[src/rtl/ad9434_sample_packer.sv]
// AD9434 sample packer: rebuilds 12-bit samples from IDDR halves,
// packs 4 per 64-bit AXI-Stream word, buffers them and frames a capture.
//
// Ports:
//   clk, rst_n        DCO-derived clock, async active-low reset
//   enable, start     capture enable (low aborts), one-cycle arm pulse
//   frame_len         words per frame, latched on start
//   q1, q2            IDDR rising/falling halves (D6..D11 / D0..D5)
//   or_q1, or_q2      IDDR overrange halves
//   m_tdata/m_tuser   4 x 16-bit lanes (lane0 oldest) / per-lane overrange
//   m_tvalid/m_tready AXI-Stream handshake, m_tlast on final frame word
//   busy              FSM not idle
//   overflow/ovf_cnt  sticky drop flag / saturating dropped-word count
//   ramp_err_cnt      ramp checker mismatches (AD9434_RAMP_CHK_EN only)
//
// Optional feature macro: AD9434_RAMP_CHK_EN adds the ramp checker.

module ad9434_sample_packer #(
    parameter int FIFO_DEPTH  = 16,
    parameter int FRAME_LEN_W = 16,
    parameter int SWAP_HALVES = 0,
    parameter int TWOS_COMP   = 1
) (
    input  logic                   clk,
    input  logic                   rst_n,
    input  logic                   enable,
    input  logic                   start,
    input  logic [FRAME_LEN_W-1:0] frame_len,
    input  logic [5:0]             q1,
    input  logic [5:0]             q2,
    input  logic                   or_q1,
    input  logic                   or_q2,
    output logic [63:0]            m_tdata,
    output logic [3:0]             m_tuser,
    output logic                   m_tvalid,
    input  logic                   m_tready,
    output logic                   m_tlast,
    output logic                   busy,
    output logic                   overflow,
    output logic [15:0]            ovf_cnt
`ifdef AD9434_RAMP_CHK_EN
    ,
    output logic [15:0]            ramp_err_cnt
`endif
);

    localparam int AW = $clog2(FIFO_DEPTH);
    localparam logic [AW:0] FULL_CNT = (AW+1)'(FIFO_DEPTH);
    localparam int EW = 64 + 4 + 1;

    typedef enum logic [1:0] {
        IDLE,
        CAPTURE,
        DRAIN
    } state_t;

    state_t state, state_nx;

    // ---------------- stage A: input register ----------------
    logic [5:0] a_q1, a_q2;
    logic       a_or;
    logic       a_vld;

    always_ff @(posedge clk or negedge rst_n) begin
        if (!rst_n) begin
            a_q1  <= '0;
            a_q2  <= '0;
            a_or  <= 1'b0;
            a_vld <= 1'b0;
        end else begin
            a_q1  <= q1;
            a_q2  <= q2;
            a_or  <= or_q1 | or_q2;
            // only pairs presented while capturing belong to the frame,
            // so the pair seen during the start cycle itself is skipped
            a_vld <= (state == CAPTURE);
        end
    end

    // ---------------- sample formation ----------------
    logic [11:0] a_raw;
    logic [11:0] a_fmt;
    logic [15:0] a_ext;

    always_comb begin
        a_raw = {a_q1, a_q2};
        a_fmt = '0;
        a_ext = '0;
        if (SWAP_HALVES != 0) begin
            a_raw = {a_q2, a_q1};
        end
        if (TWOS_COMP != 0) begin
            a_fmt = a_raw ^ 12'h800;
            a_ext = {{4{a_fmt[11]}}, a_fmt};
        end else begin
            a_fmt = a_raw;
            a_ext = {4'h0, a_fmt};
        end
    end

    // ---------------- control ----------------
    logic [1:0]             lane;
    logic [FRAME_LEN_W-1:0] word_cnt;
    logic [FRAME_LEN_W-1:0] len_q;
    logic                   start_ok;
    logic                   arm;
    logic                   abort;
    logic                   pack;
    logic                   word_done;
    logic                   is_last;

    // FIFO-side status needed by the FSM
    logic [AW:0] fifo_cnt;
    logic        wr_pend;

    always_comb begin
        start_ok  = start && enable && (frame_len != '0);
        arm       = (state == IDLE) && start_ok;
        abort     = (state == CAPTURE) && !enable;
        pack      = (state == CAPTURE) && enable && a_vld;
        word_done = pack && (lane == 2'd3);
        is_last   = word_done && (word_cnt == (len_q - 1'b1));
    end

    always_comb begin
        state_nx = state;
        unique case (state)
            IDLE: begin
                if (start_ok) begin
                    state_nx = CAPTURE;
                end
            end
            CAPTURE: begin
                if (!enable || is_last) begin
                    state_nx = DRAIN;
                end
            end
            DRAIN: begin
                if ((fifo_cnt == '0) && !wr_pend) begin
                    state_nx = IDLE;
                end
            end
            default: state_nx = IDLE;
        endcase
    end

    always_ff @(posedge clk or negedge rst_n) begin
        if (!rst_n) begin
            state <= IDLE;
        end else begin
            state <= state_nx;
        end
    end

    // ---------------- lane packing ----------------
    logic [47:0] lanes;
    logic [2:0]  user_acc;
    logic [63:0] wr_data;
    logic [3:0]  wr_user;
    logic        wr_last;

    always_ff @(posedge clk or negedge rst_n) begin
        if (!rst_n) begin
            lane     <= '0;
            word_cnt <= '0;
            len_q    <= '0;
            lanes    <= '0;
            user_acc <= '0;
            wr_data  <= '0;
            wr_user  <= '0;
            wr_last  <= 1'b0;
            wr_pend  <= 1'b0;
        end else begin
            // completed word reaches the FIFO one cycle after lane 3
            wr_pend <= word_done;
            if (arm) begin
                len_q    <= frame_len;
                word_cnt <= '0;
                lane     <= '0;
            end else if (abort) begin
                // partial word is thrown away
                lane <= '0;
            end else if (pack) begin
                lane <= lane + 2'd1;
                unique case (lane)
                    2'd0: begin
                        lanes[15:0] <= a_ext;
                        user_acc[0] <= a_or;
                    end
                    2'd1: begin
                        lanes[31:16] <= a_ext;
                        user_acc[1]  <= a_or;
                    end
                    2'd2: begin
                        lanes[47:32] <= a_ext;
                        user_acc[2]  <= a_or;
                    end
                    default: begin
                        wr_data  <= {a_ext, lanes};
                        wr_user  <= {a_or, user_acc};
                        wr_last  <= is_last;
                        word_cnt <= word_cnt + 1'b1;
                    end
                endcase
            end
        end
    end

    // ---------------- output FIFO (first-word fall-through) ----------------
    logic [EW-1:0] mem [FIFO_DEPTH];
    logic [AW-1:0] wr_ptr, rd_ptr;
    logic [EW-1:0] rd_word;
    logic          rd_fire;
    logic          wr_ok;
    logic          wr_drop;

    always_comb begin
        rd_word  = mem[rd_ptr];
        m_tvalid = (fifo_cnt != '0);
        rd_fire  = m_tvalid && m_tready;
        // a read in the same cycle frees the slot for a full-FIFO write
        wr_ok    = wr_pend && ((fifo_cnt != FULL_CNT) || rd_fire);
        wr_drop  = wr_pend && !wr_ok;
        m_tdata  = m_tvalid ? rd_word[63:0]  : '0;
        m_tuser  = m_tvalid ? rd_word[67:64] : '0;
        m_tlast  = m_tvalid ? rd_word[68]    : 1'b0;
        busy     = (state != IDLE);
    end

    always_ff @(posedge clk) begin
        if (wr_ok) begin
            mem[wr_ptr] <= {wr_last, wr_user, wr_data};
        end
    end

    always_ff @(posedge clk or negedge rst_n) begin
        if (!rst_n) begin
            wr_ptr   <= '0;
            rd_ptr   <= '0;
            fifo_cnt <= '0;
        end else begin
            if (wr_ok) begin
                wr_ptr <= wr_ptr + 1'b1;
            end
            if (rd_fire) begin
                rd_ptr <= rd_ptr + 1'b1;
            end
            fifo_cnt <= fifo_cnt + {{AW{1'b0}}, wr_ok}
                                 - {{AW{1'b0}}, rd_fire};
        end
    end

    // ---------------- overflow tracking ----------------
    always_ff @(posedge clk or negedge rst_n) begin
        if (!rst_n) begin
            overflow <= 1'b0;
            ovf_cnt  <= '0;
        end else if (arm) begin
            overflow <= 1'b0;
            ovf_cnt  <= '0;
        end else if (wr_drop) begin
            overflow <= 1'b1;
            if (ovf_cnt != 16'hFFFF) begin
                ovf_cnt <= ovf_cnt + 16'd1;
            end
        end
    end

`ifdef AD9434_RAMP_CHK_EN
    // ---------------- ramp checker ----------------
    logic [11:0] ramp_prev;
    logic        ramp_seeded;

    always_ff @(posedge clk or negedge rst_n) begin
        if (!rst_n) begin
            ramp_prev    <= '0;
            ramp_seeded  <= 1'b0;
            ramp_err_cnt <= '0;
        end else if (arm) begin
            ramp_seeded  <= 1'b0;
            ramp_err_cnt <= '0;
        end else if (pack) begin
            // first sample of a frame only seeds the expected value
            ramp_prev   <= a_raw;
            ramp_seeded <= 1'b1;
            if (ramp_seeded && (a_raw != 12'(ramp_prev + 12'd1))
                && (ramp_err_cnt != 16'hFFFF)) begin
                ramp_err_cnt <= ramp_err_cnt + 16'd1;
            end
        end
    end
`endif

endmodule

[config.mk]
export PLATFORM = sky130hd
export DESIGN_NAME = ad9434_sample_packer
export DESIGN_NICKNAME = d
export VERILOG_FILES = /design/src/rtl/ad9434_sample_packer.sv
export SDC_FILE = /design/constraint.sdc
export NUM_CORES = 1
export LEC_CHECK = 0
export ABC_CLOCK_PERIOD_IN_PS = 7100
export CELL_PAD_IN_SITES_DETAIL_PLACEMENT = 0
export CELL_PAD_IN_SITES_GLOBAL_PLACEMENT = 2
export CORE_MARGIN = 2
export CORE_UTILIZATION = 35
export DETAILED_ROUTE_END_ITERATION = 8
export PLACE_DENSITY_LB_ADDON = 0.1
export SKIP_CTS_REPAIR_TIMING = 1
export SLEW_MARGIN = 20
export SYNTH_ARGS = -nofsm -noshare
export SYNTH_HDL_FRONTEND = slang
export SYNTH_SLANG_ARGS = --single-unit
[constraint.sdc]
create_clock -name clk -period 7.1 [get_ports clk]
set_input_delay 2.13 -clock clk [delete_from_list [all_inputs] [get_ports clk]]
set_output_delay 2.13 -clock clk [all_outputs]
set_load 0.1 [all_outputs]
==> results of run 1 <==
[worst min path at each step]
stage,start,end,cells after the start
global route,lanes[19],wr_data[19],2
global placement,lanes[36],wr_data[36],2
CTS,lanes[36],wr_data[36],2
finish,lanes[36],wr_data[36],2
floorplan,lanes[0],wr_data[0],2
detailed placement,lanes[36],wr_data[36],2
[stage by stage]
step,hold slack [ns],worst slack [ns]
after floorplan,0.433,0.0536
after global placement,0.445,1.45
after detailed placement,0.450,1.44
after CTS,0.466,0.674
after global routing,0.488,0.580
final,0.460,0.798
[routing by layer]
metal	GRT usage, %	routed length, um	vias to the layer above
met1	23.7	44600	10700
met3	2.77	3680	133
met5	0	23	-
met2	29.2	49900	362
li1	-	-	8329
met4	3.86	1790	4
[sequential cells by signal, indices dropped and copies added (netlist names), 3 cells and up]
signal and flops:
a_q1 6, a_q2 6, fifo_cnt 5, lanes 36, len_q 16, mem 848, ovf_cnt 16, rd_ptr 4
user_acc 3, word_cnt 16, wr_data 48, wr_ptr 4, wr_user 4
[worst max-delay path, stage by stage, from the launching register on]
cell,delay [ns]
dfrtp_4,0.76
buf_12,0.27
buf_12,0.23
mux4_2,0.53
mux4_2,0.45
and2_1,0.21
clkdlybuf4s50_1,0.99
[power by group through the flow]
stage	Combinational (W)	Sequential (W)	Clock, W
floorplan	0.00178	0.00677	0
CTS	0.00227	0.00693	0.00595
finish	0.00219	0.00692	0.00579
global placement	0.00225	0.00705	0
global route	0.00238	0.00695	0.00617
detailed placement	0.00226	0.00705	0
[cells by family (layout without fill, tap and decap cells)]
| logic type | Yosys count | count (layout) | share of synthesized area, % |
|---|---|---|---|
| AOI/OAI and AO/OA | 76 | 76 | 1.19 |
| xor gates and xnor gates | 45 | 45 | 0.988 |
| adders and majority gates | 19 | 19 | 0.615 |
| buffers and inverters | 135 | 397 | 1.49 |
| DFF | 1021 | 1021 | 74.7 |
| muxes | 319 | 319 | 16.5 |
| other | 0 | 4 | 0 |
| and+or+nand+nor | 393 | 393 | 4.58 |
[layout make-up]
class | count | area, um^2
Sequential cell | 1021 | 29800
Multi-Input combinational cell | 852 | 9640
Inverter | 19 | 71.3
Fill cell | 9914 | 65800
Antenna cell | 4 | 10.0
Clock inverter | 72 | 756
Timing Repair Buffer | 171 | 1930
Tap cell | 1500 | 1880
Clock buffer | 135 | 2940
[Yosys cell counts, types with 2 or more instances]
library cell	instances	share of area, %
o21bai_1	2	0.038
nor4_1	6	0.094
mux4_2	265	15
buf_4	16	0.30
a21oi_1	12	0.15
o31ai_1	2	0.038
a32oi_1	2	0.044
nor3b_1	2	0.038
and3_1	2	0.031
nand2_1	201	1.9
xor2_1	20	0.44
clkbuf_1	65	0.61
or4_1	2	0.038
ha_1	18	0.56
xnor2_1	25	0.55
o21ai_0	34	0.43
nand3_1	18	0.23
nand4_1	17	0.27
and4_1	4	0.088
buf_1	19	0.18
dfrtp_1	173	11
inv_1	19	0.18
a31oi_1	5	0.078
edfxtp_1	848	64
mux2i_1	3	0.075
nor2_1	57	0.54
mux2_2	51	1.4
a21o_1	2	0.038
or3_1	3	0.047
a22oi_1	2	0.038
buf_2	15	0.19
nor3_1	10	0.13
nand2b_1	6	0.094
and2_1	56	0.88
==> out/metrics.yaml, run 1 <==
timing:
  hold_viol_final: 0
  tightest_slew_ns: 1.02
  skew_ns: 0.0409
  min_period_ns: 6.30
  timing.final.crit_share_pct: 88.8
  setup_viol: 0
  fin_tns_setup_ns: 0
  max_clock_freq_ghz: 0.159
  slew-limit-headroom_pct: 31.9
  maxSlewViolCount: 0
  rsz0062_at_grt: "no"
setup_path:
  start_kind: "flop"
  cp_data_arrival_time_ns: 4.17
  reg2reg_from: "fifo_cnt[3]"
  r2r_end: "fifo_cnt[4]"
  endpoint_kind: "output port"
  rrSetupSlack_ns: 3.56
  worstPathRequired_ns: 4.97
  worstSetupPathType: "flop to output port"
  endpoint: "m_tdata[30]"
  cp_max_fo: 22
  critical_path.startpoint: "rd_ptr[0]"
  rr_worst_depth: 15
clock_network:
  clk_pin_slew_ns: 0.06
  cts_tree: "yes"
  cts.sinks: 1021
  cts_buffers: 111
  cts_root_buf: "clkbuf_16"
  htree_levels: 3
  insertion_delay_ns: 0.70
  cts_buffer_depth: 3
drt:
  first_pass_iters: 5
  drc: 0
  wl_mm: 100
  first_iter_violations: 1336
  wl_per_cell_um: 26.5
  avgViaCountPerCell: 5.17
  dr_total_vias: 19500
  antenna_left: 0
power_and_ir_drop:
  vdd_drop_max_uv: 198
  seqPwrFrac_pct: 46.4
  total_power_w: 0.0149
  power_density_nw_per_um2: 317
  swShare_pct: 26.4
  internal_power_w: 0.0110
  p_clk_share_pct: 38.9
  combPwrFrac_pct: 14.7
  p_leak_nw: 18.0
  switchingPower_w: 0.00394
grt:
  groute.usage.overall_pct: 17.3
  grt_overflow: 0
  antenna_found_initial: 9
  grt_max_degree: 80
  grt_pass1_wl_mm: 146
  grt_pass1_vias: 20900
logic_synthesis:
  seq_area_frac_synth_pct: 74.7
  ys_warn_count: 0
  synth.avg_cell_area_um2: 19.9
  synth-edff-count: 848
  async_flop_share_pct: 16.9
  synth_seq_cells: 1021
  syn-cell-area_um2: 39900
  synth_fp_nets: 2062
  yosysUniqueCellTypes: 60
  synth_top_flop_cell: "edfxtp_1"
  postSynthCellCount: 2008
cells_and_area:
  final_common_cell: "edfxtp_1"
  finalNonFillerCells: 3774
  area_delta_synth_final_pct: 17.9
  num-nets-final: 2230
  drive_gt1_share_pct: 25.1
  final_cell_mix: "848 x edfxtp_1, 265 x mux4_2, 200 x nand2_1"
  final_util_pct: 41.7
  fin_area_um2: 47000
placement:
  dp_hpwl_mm: 52.3
  dp.cells: 3563
  io_buffers: 122
  place_area_um2: 43300
  place_congestion: 0.722
floorplan:
  ios: 123
  core_um2: 113000
  row_count: 123
  die_area_um2: 117000
  dieWidth_um: 342
  die_h_um: 342
  initial_core_util_pct: 35.4
run:
  maxCapViolations: 0
hold_path:
  hold_path.class: "flop to flop"
outcome:
  status: "completed"
Power figures use the tool's default switching activity.
==> run 2: changes to the inputs <==
--- a/config.mk
+++ b/config.mk
@@ -11,6 +11,7 @@
 export CORE_MARGIN = 2
 export CORE_UTILIZATION = 35
 export DETAILED_ROUTE_END_ITERATION = 8
+export DONT_BUFFER_PORTS = 1
 export PLACE_DENSITY_LB_ADDON = 0.1
 export SKIP_CTS_REPAIR_TIMING = 1
 export SLEW_MARGIN = 20
==> run 2 against run 1 <==
Against the previous run: count of clock-buffer cells in the layout rose by 31; final cell count is 3.1% lower; register-to-register slack better by 0.08 ns; die area unchanged; worst hold slack lost 0.0013 ns; first-iteration DRC count rose by 25%; via count is 1.9% lower; clock power fell by 2%; final area is 3.0% lower; sequential share of layout area grew 2.0 points; worst setup slack better by 0.35 ns; clock skew decreased by 0.017 ns.
==> out/metrics.yaml, run 2 (synthesized netlist as in run 1, its figures left out) <==
cells_and_area:
  n_fill_cell: 10000  # +0.90%
  drive_gt1_share_pct: 25.7  # +0.56 points
  seq_area_um2: 29800  # unchanged
  finalNonFillerCells: 3657  # -3.1%
  final_common_cell: "edfxtp_1"
  largest_registers: "mem: 848 flops, wr_data: 48 flops, lanes: 36 flops"
  num-nets-final: 2106  # -5.6%
  area_delta_synth_final_pct: 14.3
  multi_input_area_um2: 9650  # +0.10%
  largest_register_ff_count: 848  # unchanged
  final_cell_mix: "848 x edfxtp_1, 265 x mux4_2, 200 x nand2_1"
  largest_register: "mem"
setup_path:
  cp_data_arrival_time_ns: 3.82  # -0.35 ns
  r2r_end: "mem[12][10]"
  cp_slowest_stage_delay_ns: 0.98  # about the same
  cp_max_fo: 38  # +73%
  slowest_stage: "dfrtp_4"
  crit_cells: 4  # -2
  cp_cell_sequence: "buf_4 -> mux4_2 -> mux4_2 -> and2_1"
  rrSetupSlack_ns: 3.64  # +0.08 ns
  start_kind: "flop"
  rr_worst_depth: 7  # -8
  reg2reg_from: "fifo_cnt[3]"
  worstPathRequired_ns: 4.97  # about the same
  crit_family: "multiplexers"
  endpoint_kind: "output port"
  cpMostUsedCell: "mux4_2"
  worstSetupPathType: "flop to output port"
  critPathBufInv: 1  # -2
drt:
  drc: 0  # unchanged
  first_pass_iters: 5  # unchanged
  first_iter_violations: 1664  # +25%
  avgViaCountPerCell: 5.23  # +1.2%
  wl_mm: 101  # +1.3%
  dr_total_vias: 19100  # -1.9%
  antenna_left: 0  # unchanged
  wl_per_cell_um: 27.7  # +4.6%
hold_path:
  hold_end: "wr_data[18]"
  min_delay_path_depth: 2  # unchanged
  hold_start: "lanes[18]"
  hold_path.class: "flop to flop"
floorplan:
  core_um2: 113000  # unchanged
  die_area_um2: 117000  # unchanged
  die_h_um: 342  # unchanged
  ios: 123  # unchanged
  row_count: 123  # unchanged
  dieWidth_um: 342  # unchanged
  initial_core_util_pct: 35.4  # unchanged
placement:
  dp.cells: 3438  # -3.5%
  dp_hpwl_mm: 50.9  # -2.6%
  place_congestion: 0.706  # -2.2%
  io_buffers: 0  # -100%
grt:
  groute.usage.overall_pct: 17.6  # +0.25 points
  antenna_found_initial: 12  # +3
  grt_pass1_wl_mm: 147  # +0.42%
  grt_max_degree: 174  # +120%
  grt_overflow: 0  # unchanged
  grt_pass1_vias: 20400  # -2.4%
clock_network:
  cts_buffers: 112  # +0.90%
  clk_pin_slew_ns: 0.06  # about the same
  htree_levels: 3  # unchanged
  cts_buffer_depth: 3  # unchanged
  cts_tree: "yes"
  cts_root_buf: "clkbuf_16"
  cts.sinks: 1021  # unchanged
  insertion_delay_ns: 0.68  # -0.02 ns
power_and_ir_drop:
  power_density_nw_per_um2: 322  # +1.8%
  vdd_drop_max_uv: 199  # +0.30%
  p_leak_nw: 17.5  # -2.9%
outcome:
  status: "completed"
timing:
  hold_viol_final: 0  # unchanged
  slew-limit-headroom_pct: 24.1  # -7.9 points
  min_period_ns: 5.95  # -0.354 ns
  setup_viol: 0  # unchanged
  fin_tns_setup_ns: 0  # unchanged
  maxSlewViolCount: 0  # unchanged
  rsz0062_at_grt: "no"
  skew_ns: 0.0239  # -0.0170 ns
  max_clock_freq_ghz: 0.168  # +6.0%
  tightest_slew_ns: 1.15  # +0.130 ns
  timing.final.crit_share_pct: 83.8  # -5.0 points
run:
  maxCapViolations: 0  # unchanged
==> run 2: cell types whose count changed in the layout (fill, tap and decap cells not counted), sizes merged, moves of 4 or more <==
cell	change
bufinv	-4
clkbuf	+30
clkdlybuf4s50	-121
clkinv	-18
clkinvlp	-5
==> run 2: worst reg2reg max path, cell delays in order, from the launching register on <==
cell	delay, ns
dfrtp_1	0.36
inv_1	0.06
ha_1	0.18
nor3b_1	0.18
a31oi_1	0.60
nand2_1	0.41
nor2_4	0.79
buf_4	0.49
==> run 2: final cells by class <==
class / count / area share, %
multi-input combinational: 852 / 21.2
sequential: 1021 / 65.4
tap: 1500 / 4.12
clock inverter: 46 / 0.936
timing repair buffer: 46 / 1.22
inverter: 19 / 0.156
antenna: 7 / 0.0384
clock buffer: 166 / 6.99
==> run 2: worst max-delay path by stage <==
stage                    from  slack [ns]           to
floorplan            m_tready        0.05    mem[3][0]
global placement    rd_ptr[0]        1.74  m_tdata[51]
detailed placement  rd_ptr[0]        1.74  m_tdata[51]
CTS                 rd_ptr[0]        0.97  m_tdata[51]
global route        rd_ptr[0]        0.88  m_tdata[53]
finish              rd_ptr[0]        1.15  m_tdata[53]
==> run 2: power breakdown <==
part	total, W	internal [W]	switching [W]
Clock	0.00570	0.00338	0.00232
Sequential	0.00701	0.00656	0.000444
Combinational	0.00199	0.000920	0.00107
Total	0.0147	0.0109	0.00383
==> run 2: layer usage <==
layer  up-vias  track usage, %  wire length (um)
li1       8087               -                 -
met4         6            3.91              1420
met5         -               0                35
met3       103            3.08              4980
met2       416            28.8             49900
met1     10500            24.5             45000
==> run 2: stage by stage <==
step	setup WS, ns	utilization [%]	power [W]	hold slack (ns)	area, um^2
4_1_cts	0.973	40.4	0.0149	0.459	45600
6_report	1.15	40.4	0.0147	0.458	45600
3_3_place_gp	1.74	37.2	0.00920	0.442	42000
5_1_grt	0.885	40.4	0.0153	0.474	45600
2_1_floorplan	0.0536	-	0.00855	0.433	39900
3_5_place_dp	1.74	37.2	0.00921	0.446	42000
==> run 3: changes to the inputs <==
--- a/config.mk
+++ b/config.mk
@@ -5,7 +5,7 @@
 export SDC_FILE = /design/constraint.sdc
 export NUM_CORES = 1
 export LEC_CHECK = 0
-export ABC_CLOCK_PERIOD_IN_PS = 7100
+export ABC_CLOCK_PERIOD_IN_PS = 5350
 export CELL_PAD_IN_SITES_DETAIL_PLACEMENT = 0
 export CELL_PAD_IN_SITES_GLOBAL_PLACEMENT = 2
 export CORE_MARGIN = 2
==> constraint.sdc (replaced) <==
create_clock -name clk -period 5.35 [get_ports clk]
set_input_delay 1.605 -clock clk [delete_from_list [all_inputs] [get_ports clk]]
set_output_delay 1.605 -clock clk [all_outputs]
set_load 0.1 [all_outputs]
==> run 3 against run 2 <==
Against the previous run: critical path depth up 1; global-route usage grew 0.053 points; final area increased by 1.2%; clock power increased by 37%; wire length is essentially flat; sequential share of layout area shrank 0.81 points; register-to-register slack worse by 1.8 ns; sequential cell count is the same; combinational power is 50% higher; power is 36% higher; sequential power grew 30%; largest cell class unchanged; largest power group unchanged.
==> out/metrics.yaml, run 3 (synthesized netlist as in run 1, its figures left out) <==
outcome:
  status: "completed"
hold_path:
  hold_start: "lanes[34]"
  hold_end: "wr_data[34]"
  hold_path.class: "flop to flop"
  min_delay_path_depth: 2  # unchanged
drt:
  dr_total_vias: 19100  # -0.084%
  wl_mm: 101  # about the same
  wl_per_cell_um: 27.5  # -0.64%
  avgViaCountPerCell: 5.19  # -0.82%
  antenna_left: 0  # unchanged
  first_pass_iters: 5  # unchanged
  drc: 0  # unchanged
  first_iter_violations: 1327  # -20%
floorplan:
  die_area_um2: 117000  # unchanged
  dieWidth_um: 342  # unchanged
  ios: 123  # unchanged
  die_h_um: 342  # unchanged
  core_um2: 113000  # unchanged
  initial_core_util_pct: 35.4  # unchanged
  row_count: 123  # unchanged
placement:
  place_congestion: 0.722  # +2.2%
  io_buffers: 0  # unchanged
  dp_hpwl_mm: 54.3  # +6.6%
  dp.cells: 3471  # +0.96%
  dp_slack_ns: 0.857  # -0.881 ns
cells_and_area:
  drive_gt1_share_pct: 27.7  # +2.0 points
  num-nets-final: 2138  # +1.5%
  area_delta_synth_final_pct: 15.7
  largest_registers: "mem: 848 flops, wr_data: 48 flops, lanes: 36 flops"
  largest_register: "mem"
  finalNonFillerCells: 3684  # +0.74%
  largest_register_ff_count: 848  # unchanged
  final_util_pct: 40.9  # +0.50 points
  final_common_cell: "edfxtp_1"
  final_cell_mix: "848 x edfxtp_1, 265 x mux4_2, 200 x nand2_1"
run:
  maxCapViolations: 0  # unchanged
clock_network:
  cts_root_buf: "clkbuf_16"
  cts_buffers: 111  # -0.89%
  cts_tree: "yes"
  cts_buffer_depth: 3  # unchanged
  cts.sinks: 1021  # unchanged
  insertion_delay_ns: 0.70  # +0.02 ns
  htree_levels: 3  # unchanged
  clk_pin_slew_ns: 0.06  # about the same
setup_path:
  critPathBufInv: 2  # +1
  rr_worst_depth: 15  # +8
  worstPathRequired_ns: 3.74  # -1.23 ns
  rrSetupSlack_ns: 1.85  # -1.79 ns
  cp_slowest_stage_delay_ns: 0.64  # -0.34 ns
  start_kind: "flop"
  cp_max_fo: 26  # -32%
  cp_data_arrival_time_ns: 3.53  # -0.29 ns
  r2r_end: "fifo_cnt[4]"
  crit_family: "multiplexers"
  reg2reg_from: "fifo_cnt[3]"
  cp_cell_sequence: "buf_12 -> buf_12 -> mux4_2 -> mux4_2 -> and2_1"
  slowest_stage: "dfrtp_4"
  endpoint_kind: "output port"
  worstSetupPathType: "flop to output port"
timing:
  max_clock_freq_ghz: 0.195
  slew-limit-headroom_pct: 27.4  # +3.4 points
  timing.final.crit_share_pct: 96.1
  tightest_slew_ns: 1.10  # -0.0506 ns
  fin_ws_ns: 0.210  # -0.942 ns
  fin_tns_setup_ns: 0  # unchanged
  setup_viol: 0  # unchanged
  min_period_ns: 5.14
  maxSlewViolCount: 0  # unchanged
  skew_ns: 0.0260  # +0.00217 ns
  rsz0062_at_grt: "no"
  hold_viol_final: 0  # unchanged
power_and_ir_drop:
  vdd_drop_max_uv: 311  # +57%
  p_leak_nw: 17.8  # +1.8%
  power_density_nw_per_um2: 431  # +34%
  total_power_w: 0.0199  # +36%
grt:
  grt_overflow: 0  # unchanged
  antenna_found_initial: 9  # -3
  grt_pass1_vias: 20700  # +1.5%
  grt_max_degree: 174  # unchanged
  grt_pass1_wl_mm: 148  # +0.77%
  groute.usage.overall_pct: 17.6  # +0.053 points
==> run 3: cell types whose count changed in the layout (fill, tap and decap cells not counted), sizes merged <==
cell and delta:
inv -1, clkinv +12, bufinv +5, buf +33
diode -5, clkbuf -20, clkinvlp +3
==> run 3: worst min-delay path, cell delays in order, from the launching register on <==
cell and delay, ns:
dfrtp_1 0.34, nand2_1 0.05, nand2_1 0.04
==> run 3: metal layers <==
layer	GRT usage [%]	routed length [um]	vias up
met4	4.30	1780	8
met5	0	57	-
met2	30.0	51300	407
met3	2.90	4470	129
li1	-	-	8143
met1	23.6	43800	10400
==> run 3: layout make-up <==
| cell class | instances | area [um^2] |
|---|---|---|
| fillers | 9883 | 66600 |
| flip-flops and latches | 1021 | 29800 |
| multi-input cells | 852 | 9680 |
| clock buffers | 146 | 3070 |
| well taps | 1500 | 1880 |
| repair buffers | 79 | 938 |
| clock inverters | 65 | 716 |
| inverters | 19 | 71.3 |
| diodes | 2 | 5.00 |
==> run 3: power breakdown <==
| part | switching [W] | internal [W] | leakage, nW |
|---|---|---|---|
| sequential | 0.000402 | 0.00871 | 12.1 |
| combinational | 0.00164 | 0.00135 | 3.84 |
| clock | 0.00314 | 0.00467 | 1.85 |
| total | 0.00518 | 0.0147 | 17.8 |
==> run 3: worst max path at each step <==
stage | start | end | slack, ns | depth (start not counted)
2_1_floorplan | m_tready | mem[15][0] | 0.25 | 4
3_3_place_gp | rd_ptr[0] | m_tdata[49] | 0.87 | 5
3_5_place_dp | rd_ptr[0] | m_tdata[49] | 0.86 | 5
4_1_cts | rd_ptr[0] | m_tdata[49] | 0.1 | 5
5_1_grt | rd_ptr[0] | m_tdata[49] | 0.06 | 5
6_report | rd_ptr[0] | m_tdata[49] | 0.21 | 5
==> run 3: stage by stage <==
step / instance area [um^2] / hold slack, ns
floorplan: 39900 / 0.433
global placement: 42400 / 0.441
detailed placement: 42400 / 0.451
CTS: 46200 / 0.455
global route: 46200 / 0.490
finish: 46200 / 0.449
